<file path="config.mk">
export PLATFORM = sky130hd
export DESIGN_NAME = shift_arbiter_flat
export DESIGN_NICKNAME = d
export VERILOG_FILES = /design/src/rtl/shift_arbiter_if.sv /design/src/rtl/shift_arbiter.sv /design/src/flat_wrapper.sv
export SDC_FILE = /design/constraint.sdc
export NUM_CORES = 1
export LEC_CHECK = 0
export BUFFER_PORTS_ARGS = -buffer_cell sky130_fd_sc_hd__buf_2
export CAP_MARGIN = 20
export CORE_MARGIN = 2
export CORE_UTILIZATION = 39
export DETAILED_ROUTE_END_ITERATION = 10
export PLACE_DENSITY = 0.72
export SLEW_MARGIN = 20
export SYNTH_ARGS = -nofsm -noshare
export SYNTH_HDL_FRONTEND = slang
export SYNTH_SLANG_ARGS = --single-unit
</file>
<file path="constraint.sdc">
create_clock -name clk -period 1.3 [get_ports clk]
set_input_delay 0.13 -clock clk [delete_from_list [all_inputs] [get_ports clk]]
set_output_delay 0.13 -clock clk [all_outputs]
set_load 0.01 [all_outputs]
</file>
<file path="src/rtl/shift_arbiter_if.sv">
// Handshake bundle for shift_arbiter: two request channels (word, shift amount
// and direction under valid/ready) and one result channel (word plus requester
// id under valid/ready).
//   master : the producer/consumer side (drives requests, accepts results)
//   slave  : the arbiter side (accepts requests, presents results)
interface shift_arbiter_if #(
    parameter int WIDTH = 4,
    parameter int AMT_W = 2
);
    logic             req0_valid;
    logic             req0_ready;
    logic [WIDTH-1:0] req0_data;
    logic [AMT_W-1:0] req0_amt;
    logic             req0_dir;

    logic             req1_valid;
    logic             req1_ready;
    logic [WIDTH-1:0] req1_data;
    logic [AMT_W-1:0] req1_amt;
    logic             req1_dir;

    logic             out_valid;
    logic             out_ready;
    logic [WIDTH-1:0] out_data;
    logic             out_id;

    modport master (
        output req0_valid, req0_data, req0_amt, req0_dir,
        input  req0_ready,
        output req1_valid, req1_data, req1_amt, req1_dir,
        input  req1_ready,
        input  out_valid, out_data, out_id,
        output out_ready
    );

    modport slave (
        input  req0_valid, req0_data, req0_amt, req0_dir,
        output req0_ready,
        input  req1_valid, req1_data, req1_amt, req1_dir,
        output req1_ready,
        output out_valid, out_data, out_id,
        input  out_ready
    );
endinterface

</file>
<file path="src/rtl/shift_arbiter.sv">
// Two requesters share one rotating barrel shifter. A round-robin arbiter
// grants one request per accept cycle; the rotated word and the id of the
// winning requester are held in an output register with its own valid/ready
// handshake. A result is visible the cycle after its accept, and a drain and
// a new accept may happen in the same cycle, so throughput is one per cycle.
// Ports:
//   clk   : clock, all state updates on the rising edge
//   rst_n : synchronous active-low reset
//   bus   : shift_arbiter_if.slave (req0/req1 request channels, out channel)
module shift_arbiter #(
    parameter int WIDTH = 4,
    parameter int AMT_W = 2
) (
    input  logic                                      clk,
    input  logic                                      rst_n,
    shift_arbiter_if.slave                            bus
);

    typedef enum logic {
        EMPTY = 1'b0,
        FULL  = 1'b1
    } state_e;

    state_e           state_q, state_d;
    logic             ptr_q, ptr_d;
    logic [WIDTH-1:0] data_q, data_d;
    logic             id_q, id_d;

    logic             free;
    logic             gnt0, gnt1, accept;
    logic [WIDTH-1:0] sel_data;
    logic [AMT_W-1:0] sel_amt;
    logic             sel_dir;

    // Circular rotate built as log2(WIDTH) mux stages; stage k rotates by 2**k
    // when amount bit k is set, in the requested direction.
    function automatic logic [WIDTH-1:0] rotate(
        input logic [WIDTH-1:0] d,
        input logic [AMT_W-1:0] a,
        input logic             dir
    );
        logic [WIDTH-1:0] s;
        int               sh;
        s = d;
        for (int k = 0; k < AMT_W; k++) begin
            sh = 1 << k;
            if (a[k]) begin
                if (dir)
                    s = (s >> sh) | (s << (WIDTH - sh));
                else
                    s = (s << sh) | (s >> (WIDTH - sh));
            end
        end
        return s;
    endfunction

    // Slot is free when empty or when the held result leaves this cycle.
    assign free = (state_q == EMPTY) || bus.out_ready;

    // The pointer only matters on a tie; it names the requester that wins it.
    assign gnt0   = rst_n && free && bus.req0_valid && (!bus.req1_valid || !ptr_q);
    assign gnt1   = rst_n && free && bus.req1_valid && (!bus.req0_valid ||  ptr_q);
    assign accept = gnt0 || gnt1;

    assign bus.req0_ready = gnt0;
    assign bus.req1_ready = gnt1;

    // One shared rotator: steer the winning request into it.
    assign sel_data = gnt1 ? bus.req1_data : bus.req0_data;
    assign sel_amt  = gnt1 ? bus.req1_amt  : bus.req0_amt;
    assign sel_dir  = gnt1 ? bus.req1_dir  : bus.req0_dir;

    // Control FSM: state register
    always_ff @(posedge clk) begin
        if (!rst_n)
            state_q <= EMPTY;
        else
            state_q <= state_d;
    end

    // Control FSM: next state
    always_comb begin
        state_d = state_q;
        unique case (state_q)
            EMPTY: if (accept) state_d = FULL;
            FULL:  if (!accept && bus.out_ready) state_d = EMPTY;
            default: state_d = EMPTY;
        endcase
    end

    // Control FSM: outputs
    always_comb begin
        bus.out_valid = (state_q == FULL);
    end

    // Result register and round-robin pointer next values
    always_comb begin
        data_d = data_q;
        id_d   = id_q;
        ptr_d  = ptr_q;
        if (accept) begin
            data_d = rotate(sel_data, sel_amt, sel_dir);
            id_d   = gnt1;
            ptr_d  = !gnt1;   // the other requester wins the next tie
        end
    end

    always_ff @(posedge clk) begin
        if (!rst_n) begin
            data_q <= '0;
            id_q   <= 1'b0;
            ptr_q  <= 1'b0;
        end else begin
            data_q <= data_d;
            id_q   <= id_d;
            ptr_q  <= ptr_d;
        end
    end

    assign bus.out_data = data_q;
    assign bus.out_id   = id_q;

endmodule

</file>
<file path="src/flat_wrapper.sv">
// flat-port wrapper written by rule: the top's interface ports become plain ports
module shift_arbiter_flat 
#(
    parameter int WIDTH = 4,
    parameter int AMT_W = 2
)
  (clk, rst_n, bus_req0_valid, bus_req0_data, bus_req0_amt, bus_req0_dir, bus_req0_ready, bus_req1_valid, bus_req1_data, bus_req1_amt, bus_req1_dir, bus_req1_ready, bus_out_valid, bus_out_data, bus_out_id, bus_out_ready);
  shift_arbiter_if #(.WIDTH(WIDTH), .AMT_W(AMT_W)) bus_i ();
  input  logic clk;
  input  logic rst_n;
  input wire logic [$bits(bus_i.req0_valid)-1:0] bus_req0_valid;
  input wire logic [$bits(bus_i.req0_data)-1:0] bus_req0_data;
  input wire logic [$bits(bus_i.req0_amt)-1:0] bus_req0_amt;
  input wire logic [$bits(bus_i.req0_dir)-1:0] bus_req0_dir;
  output wire logic [$bits(bus_i.req0_ready)-1:0] bus_req0_ready;
  input wire logic [$bits(bus_i.req1_valid)-1:0] bus_req1_valid;
  input wire logic [$bits(bus_i.req1_data)-1:0] bus_req1_data;
  input wire logic [$bits(bus_i.req1_amt)-1:0] bus_req1_amt;
  input wire logic [$bits(bus_i.req1_dir)-1:0] bus_req1_dir;
  output wire logic [$bits(bus_i.req1_ready)-1:0] bus_req1_ready;
  output wire logic [$bits(bus_i.out_valid)-1:0] bus_out_valid;
  output wire logic [$bits(bus_i.out_data)-1:0] bus_out_data;
  output wire logic [$bits(bus_i.out_id)-1:0] bus_out_id;
  input wire logic [$bits(bus_i.out_ready)-1:0] bus_out_ready;
  assign bus_i.req0_valid = bus_req0_valid;
  assign bus_i.req0_data = bus_req0_data;
  assign bus_i.req0_amt = bus_req0_amt;
  assign bus_i.req0_dir = bus_req0_dir;
  assign bus_req0_ready = bus_i.req0_ready;
  assign bus_i.req1_valid = bus_req1_valid;
  assign bus_i.req1_data = bus_req1_data;
  assign bus_i.req1_amt = bus_req1_amt;
  assign bus_i.req1_dir = bus_req1_dir;
  assign bus_req1_ready = bus_i.req1_ready;
  assign bus_out_valid = bus_i.out_valid;
  assign bus_out_data = bus_i.out_data;
  assign bus_out_id = bus_i.out_id;
  assign bus_i.out_ready = bus_out_ready;
  shift_arbiter #(.WIDTH(WIDTH), .AMT_W(AMT_W)) u_core (.clk(clk), .rst_n(rst_n), .bus(bus_i));
endmodule
</file>
# ---- Yosys cells after proc, flatten, opt, wreduce, memory -nomap -nowiden
# Index checks and enable logic that the tools add are counted.
dict set report word_totals {
  register_bits 7
  wordCells 33
  output_inout_bits 8
  in_bits 19
}
dict set report op_classes {
  reduce_logical 15
  bitwise 4
  muxes 10
}
# cell n
set op_table {}
lappend op_table {{2-to-1 mux 4 bit} 5}
lappend op_table {{logical AND 1 bit} 6}
lappend op_table {{zero test 1 bit} 5}
lappend op_table {{logical OR 1 bit} 4}
lappend op_table {{OR 2 x 4 -> 4 bit} 1}
lappend op_table {{OR 3 x 4 -> 4 bit} 1}
lappend op_table {{OR 4 x 1 -> 4 bit} 1}
lappend op_table {{2-to-1 mux 1 bit} 3}
lappend op_table {{2-to-1 mux 2 bit} 1}
lappend op_table {{case mux 1 bit (2 select lines)} 1}
lappend op_table {{NOT 1 bit} 1}

# ---- Depth between registers and ports, before layout
dict set report logic_depth {
  depth_word 12
  mapped_depth 6
  depth_no_buf 5
}

# ---- Least setup slack after synthesis
# Ideal clock, no wire load.
dict set report synth_path {
  path_type {register -> register}
  startpoint {reg u_core.ptr_q}
  endpoint {reg u_core.data_q[0], in the netlist u_core.bus.out_data[0]}
  slack_ns -0.084
  arrival_ns 1.266
  required_ns 1.182
  path_buffers 0
  period_less_slack_ns 1.384
  setup_ns 0.118
  path_stages_with_launch 5
  path_cell_list {dfxtp_1 > o2111ai_4 > mux2i_4 > mux2i_1 > o21ai_1}
}
dict set report synth_via {
  elab_chain_len 9
  elab_cells_between_ends 16
  cone_classes {mux (7); bitwise (3); reduce/logical (6)}
}
# item line_no
set synth_rtl {}
lappend synth_rtl {{from (decl)} shift_arbiter.sv:25} ;# logic ptr_q, ptr_d;
lappend synth_rtl {{from (signal assigned)} shift_arbiter.sv:116} ;# ptr_q <= ptr_d;
lappend synth_rtl {{logical OR 1 bit} shift_arbiter.sv:62} ;# assign gnt1 = rst_n && free && bus.req1_valid && (!bus.req0_valid || ptr_q);
lappend synth_rtl {{logical AND 1 bit} shift_arbiter.sv:62}
lappend synth_rtl {{2-to-1 mux 4 bit} shift_arbiter.sv:69} ;# assign sel_data = gnt1 ? bus.req1_data : bus.req0_data;
lappend synth_rtl {{OR 4 x 1 -> 4 bit or OR 3 x 4 -> 4 bit (tied branches)} {shift_arbiter.sv:51, shift_arbiter.sv:49}}
lappend synth_rtl {{2-to-1 mux 4 bit} shift_arbiter.sv:48} ;# if (dir)
lappend synth_rtl {{2-to-1 mux 4 bit} shift_arbiter.sv:47} ;# if (a[k]) begin
lappend synth_rtl {{2-to-1 mux 4 bit} shift_arbiter.sv:101} ;# if (accept) begin
lappend synth_rtl {{OR 2 x 4 -> 4 bit} {shift_arbiter.sv:49, shift_arbiter.sv:51}}
lappend synth_rtl {{2-to-1 mux 4 bit} shift_arbiter.sv:47}
lappend synth_rtl {{to (signal assigned)} shift_arbiter.sv:114} ;# data_q <= data_d;
lappend synth_rtl {{to (decl)} shift_arbiter.sv:26} ;# logic [WIDTH-1:0] data_q, data_d;
# Parallel ways exist; a longest one is shown, timed or not. The select of a mux whose other input is x is not followed.
# A chain may end at the register's enable or synchronous reset.

# ---- Worst setup path after layout
dict set report layout_path {
  startpoint {reg u_core.ptr_q}
  endpoint {reg u_core.data_q[3], in the netlist u_core.bus.out_data[3]}
}
# The elaborated chain is that of the path after synthesis.

==> results.txt <==
----------------------------------------------------
[Run status]
  Status ... finished, violations left
  Failing checks ... setup timing

[Timing]
  Period utilisation layout ... 1.10
  Hold Violations, Final ... 0
  Final Slew Violations ... 0
  Final setup skew ... 0.00706 ns
  Finish-stage setup viols ... 6
  Setup repair after global routing missed its margin ... yes
  Post-route minimum period ... 1.43 ns
  Maximum frequency from static timing analysis ... 0.700 GHz
  Transition at the pin with the smallest max-transition slack ... 0.332 ns
  Sum of negative setup slack ... -0.663 ns
  Headroom to the max-slew limit ... 0.779
  Minimum setup slack in the final design ... -0.129 ns

[Finish]
  Post-layout nets ... 121
  Area of all placed cells without fillers ... 797 um2
  Layout Area Growth over Synthesis ... 43.5%
  Count of antenna diodes in the layout ... 0
  Proportion of layout cells with a drive suffix above 1 ... 0.505
  Final standard cell utilization of the core ... 0.605

[Yosys]
  Count leader, synth ... sky130_fd_sc_hd__mux2i_1
  Most numerous cell types in the synthesized netlist ... sky130_fd_sc_hd__mux2i_1 (12), sky130_fd_sc_hd__nor2_1 (9), sky130_fd_sc_hd__a21oi_1 (8), sky130_fd_sc_hd__dfxtp_1 (7), sky130_fd_sc_hd__nand3_1 (6)
  Cell types with the largest area share after synthesis ... sky130_fd_sc_hd__dfxtp_1 (25%), sky130_fd_sc_hd__mux2i_1 (22%), sky130_fd_sc_hd__mux2_2 (8.1%)
  Yosys reg bits ... 7
  Count of mapped cells out of synthesis ... 68
  Fraction of synthesized cell area taken by the top area cell type ... 0.252
  Share of the yosys chip area belonging to registers ... 0.252
  Top FF cell, synth ... sky130_fd_sc_hd__dfxtp_1
  Average cell area after synthesis ... 8.17 um2
  Number of enable flip-flop cells after synthesis ... 0
  Net Count, Synth ... 87
  Total of warnings raised by yosys ... 0
  Distinct cells, synth ... 20
  Share of async-settable or async-resettable flops after synthesis ... 0
  Dominant cell type by area after synthesis ... sky130_fd_sc_hd__dfxtp_1
  Cell Area, Synth ... 556 um2

[Die]
  Die Y-Extent ... 41.7 um
  Width of the chip ... 41.7 um
  I/O pin total ... 27
  Core region area ... 1320 um2
  Row count ... 13
  Area enclosed by the die boundary ... 1740 um2
  Effective utilization at floorplan ... 0.422

[GRT]
  Number of global-route vias before repair ... 547
  All-Layer GR Usage ... 0.156
  Overflow after GRT ... 0
  Initial antenna violation count ... 0
  First-pass GRT wire length ... 2130 um
  Largest net degree at the start of global routing ... 9

[Worst setup path]
  Worst reg2reg path depth ... 4
  Reg2Reg Launch Point ... u_core.ptr_q
  Largest stage delay, worst path ... 0.38 ns
  Critical path class ... reg2reg
  CP Buf/Inv Count ... 0
  Kind of end point of the critical path ... flop
  CP max stage cell ... sky130_fd_sc_hd__mux2i_4
  Critical path cell sequence ... o2111ai_4, mux2i_4, mux2i_1, o21ai_1
  Worst-case register-to-register setup slack ... -0.13 ns
  Worst flop-to-flop path endpoint ... u_core.bus.out_data[3]
  Number of gates on the worst path with buffers counted ... 4
  Critical path fanouts, max ... 6
  Top Family by Delay on Critical Path ... multiplexers
  Worst EP arrival ... 1.56 ns
  Startpoint type of the worst setup path ... flop
  Required time of the critical path ... 1.43 ns

[Route]
  Total number of vias ... 588
  Total detailed-routing wirelength ... 1370 um
  Top Layer Used ... met4
  Average via count per standard cell ... 5.07
  Met2 routed wirelength ... 697 um
  Number of design-rule violations left by the first detailed-router iteration ... 4
  Number of nets still failing antenna checks after routing ... 0
  Count of TritonRoute iterations in the first routing pass ... 2
  Sum of met3 wire segment lengths after detailed routing ... 89 um
  Met1 layer wirelength in the final routing ... 576 um
  # DRC ... 0
  WL per Instance ... 11.8 um

[Run]
  Count of max-cap constraint violations ... 0

[Hold path]
  Sink of the worst hold path ... u_core.bus.out_valid
  Kind of path behind the tightest hold check ... in2reg
  Cell depth of the worst hold path ... 3
  HP Start ... bus_req1_valid

[CTS]
  Clk Latency, worst-skew pair ... 0.24 ns
  Number of clock sinks seen by CTS ... 7
  Root Driver ... sky130_fd_sc_hd__clkbuf_4
  Clock tree from TritonCTS ... yes
  CTS Buf Count ... 3
  Hold-fix buffers, CTS ... 0
  Clock transition at path regs ... 0.05 ns
  Number of levels the H-tree was split into ... 1
  Clk buf depth ... 2

[Pwr]
  Max IR drop VDD ... 0.000785 V
  Power Total ... 0.000710 W
  Cell leakage power ... 0.413 nW
  Power density over cell area ... 891 nW/um2

[Placed design]
  Placed instance area ... 724 um2
  Half-perimeter wire length of the detailed placement result ... 1060 um
  Final weighted congestion of routability-driven global placement ... 0.751
  I/O Buffers ... 26

----------------------------------------------------
-- state kept, by name, indices dropped and copies added (netlist names) --
register	flops
u_core.bus.out_data	4
u_core.ptr_q	1
u_core.bus.out_id	1
u_core.bus.out_valid	1
-- tightest hold or removal path, stage by stage --
cell	delay [ns]
sky130_fd_sc_hd__buf_2	0.13
sky130_fd_sc_hd__nor2_1	0.07
sky130_fd_sc_hd__a21boi_0	0.09
-- what timing repair did --
item | in CTS | in global routing
buffers inserted | 1 | 2
endpoints found under the setup margin | 6 | 6
pin swaps | 1 | 1
resized for setup | 4 | 2
-- layout make-up --
cell class	count	area (um2)
clock buffers	4	26.3
fillers	122	520
inverters	3	11.3
multi-input cells	52	387
flip-flops and latches	7	143
well taps	15	18.8
repair buffers	35	211
-- metrics by stage --
stage	hold WS [ns]	cells	worst slack, ns
6_report	0.233	116	-0.129
5_1_grt	0.244	116	-0.211
4_1_cts	0.225	114	-0.119
3_5_place_dp	0.445	109	-0.111
3_3_place_gp	0.443	109	-0.0559
2_1_floorplan	0.306	68	-0.0561
-- layout by cell type, fill, tap and decap left out --
| master | n |
|---|---|
| sky130_fd_sc_hd__buf_4 | 7 |
| sky130_fd_sc_hd__nand4_1 | 1 |
| sky130_fd_sc_hd__clkbuf_1 | 1 |
| sky130_fd_sc_hd__mux2i_4 | 1 |
| sky130_fd_sc_hd__nand2b_4 | 1 |
| sky130_fd_sc_hd__nand3_1 | 6 |
| sky130_fd_sc_hd__a21oi_1 | 8 |
| sky130_fd_sc_hd__and2_2 | 1 |
| sky130_fd_sc_hd__buf_2 | 25 |
| sky130_fd_sc_hd__o2111ai_4 | 1 |
| sky130_fd_sc_hd__dfxtp_2 | 2 |
| sky130_fd_sc_hd__inv_2 | 2 |
| sky130_fd_sc_hd__mux2i_1 | 12 |
| sky130_fd_sc_hd__buf_6 | 3 |
| sky130_fd_sc_hd__inv_1 | 1 |
| sky130_fd_sc_hd__a21boi_0 | 1 |
| sky130_fd_sc_hd__nand2_1 | 2 |
| sky130_fd_sc_hd__mux2_2 | 4 |
| sky130_fd_sc_hd__o21ai_1 | 4 |
| sky130_fd_sc_hd__nand2_2 | 1 |
| sky130_fd_sc_hd__dfxtp_1 | 5 |
| sky130_fd_sc_hd__nor2_1 | 9 |
| sky130_fd_sc_hd__clkbuf_4 | 3 |
-- routing by layer --
layer  vias up  GRT usage
li1        304          -
met1       263      0.179
met2        19      0.275
met3         2     0.0391
met4         0     0.0581
met5         -          0
-- how the worst max path moves through the flow --
stage                       startpoint                     end  slack, ns
after global routing      u_core.ptr_q  u_core.bus.out_data[3]      -0.21
final                     u_core.ptr_q  u_core.bus.out_data[3]      -0.13
after global placement    u_core.ptr_q  u_core.bus.out_data[2]      -0.06
after CTS                 u_core.ptr_q  u_core.bus.out_data[3]      -0.12
after detailed placement  u_core.ptr_q  u_core.bus.out_data[3]      -0.11
after floorplan           u_core.ptr_q  u_core.bus.out_data[0]      -0.06
-- cells by family (layout without fill, tap and decap cells) --
| family | after synthesis | in the layout | share of synthesized area |
|---|---|---|---|
| buf+inv | 9 | 42 | 0.0698 |
| flops | 7 | 7 | 0.252 |
| simple gates | 21 | 21 | 0.171 |
| compound gates | 14 | 14 | 0.169 |
| mux | 17 | 17 | 0.338 |
-- power breakdown --
part           switching, W  internal, W  total (W)  leakage, nW
Clock             0.0000722     0.000117   0.000189       0.0150
Sequential        0.0000175     0.000245   0.000262       0.0587
Combinational      0.000124     0.000134   0.000259        0.339
Power figures use the tool's default switching activity.
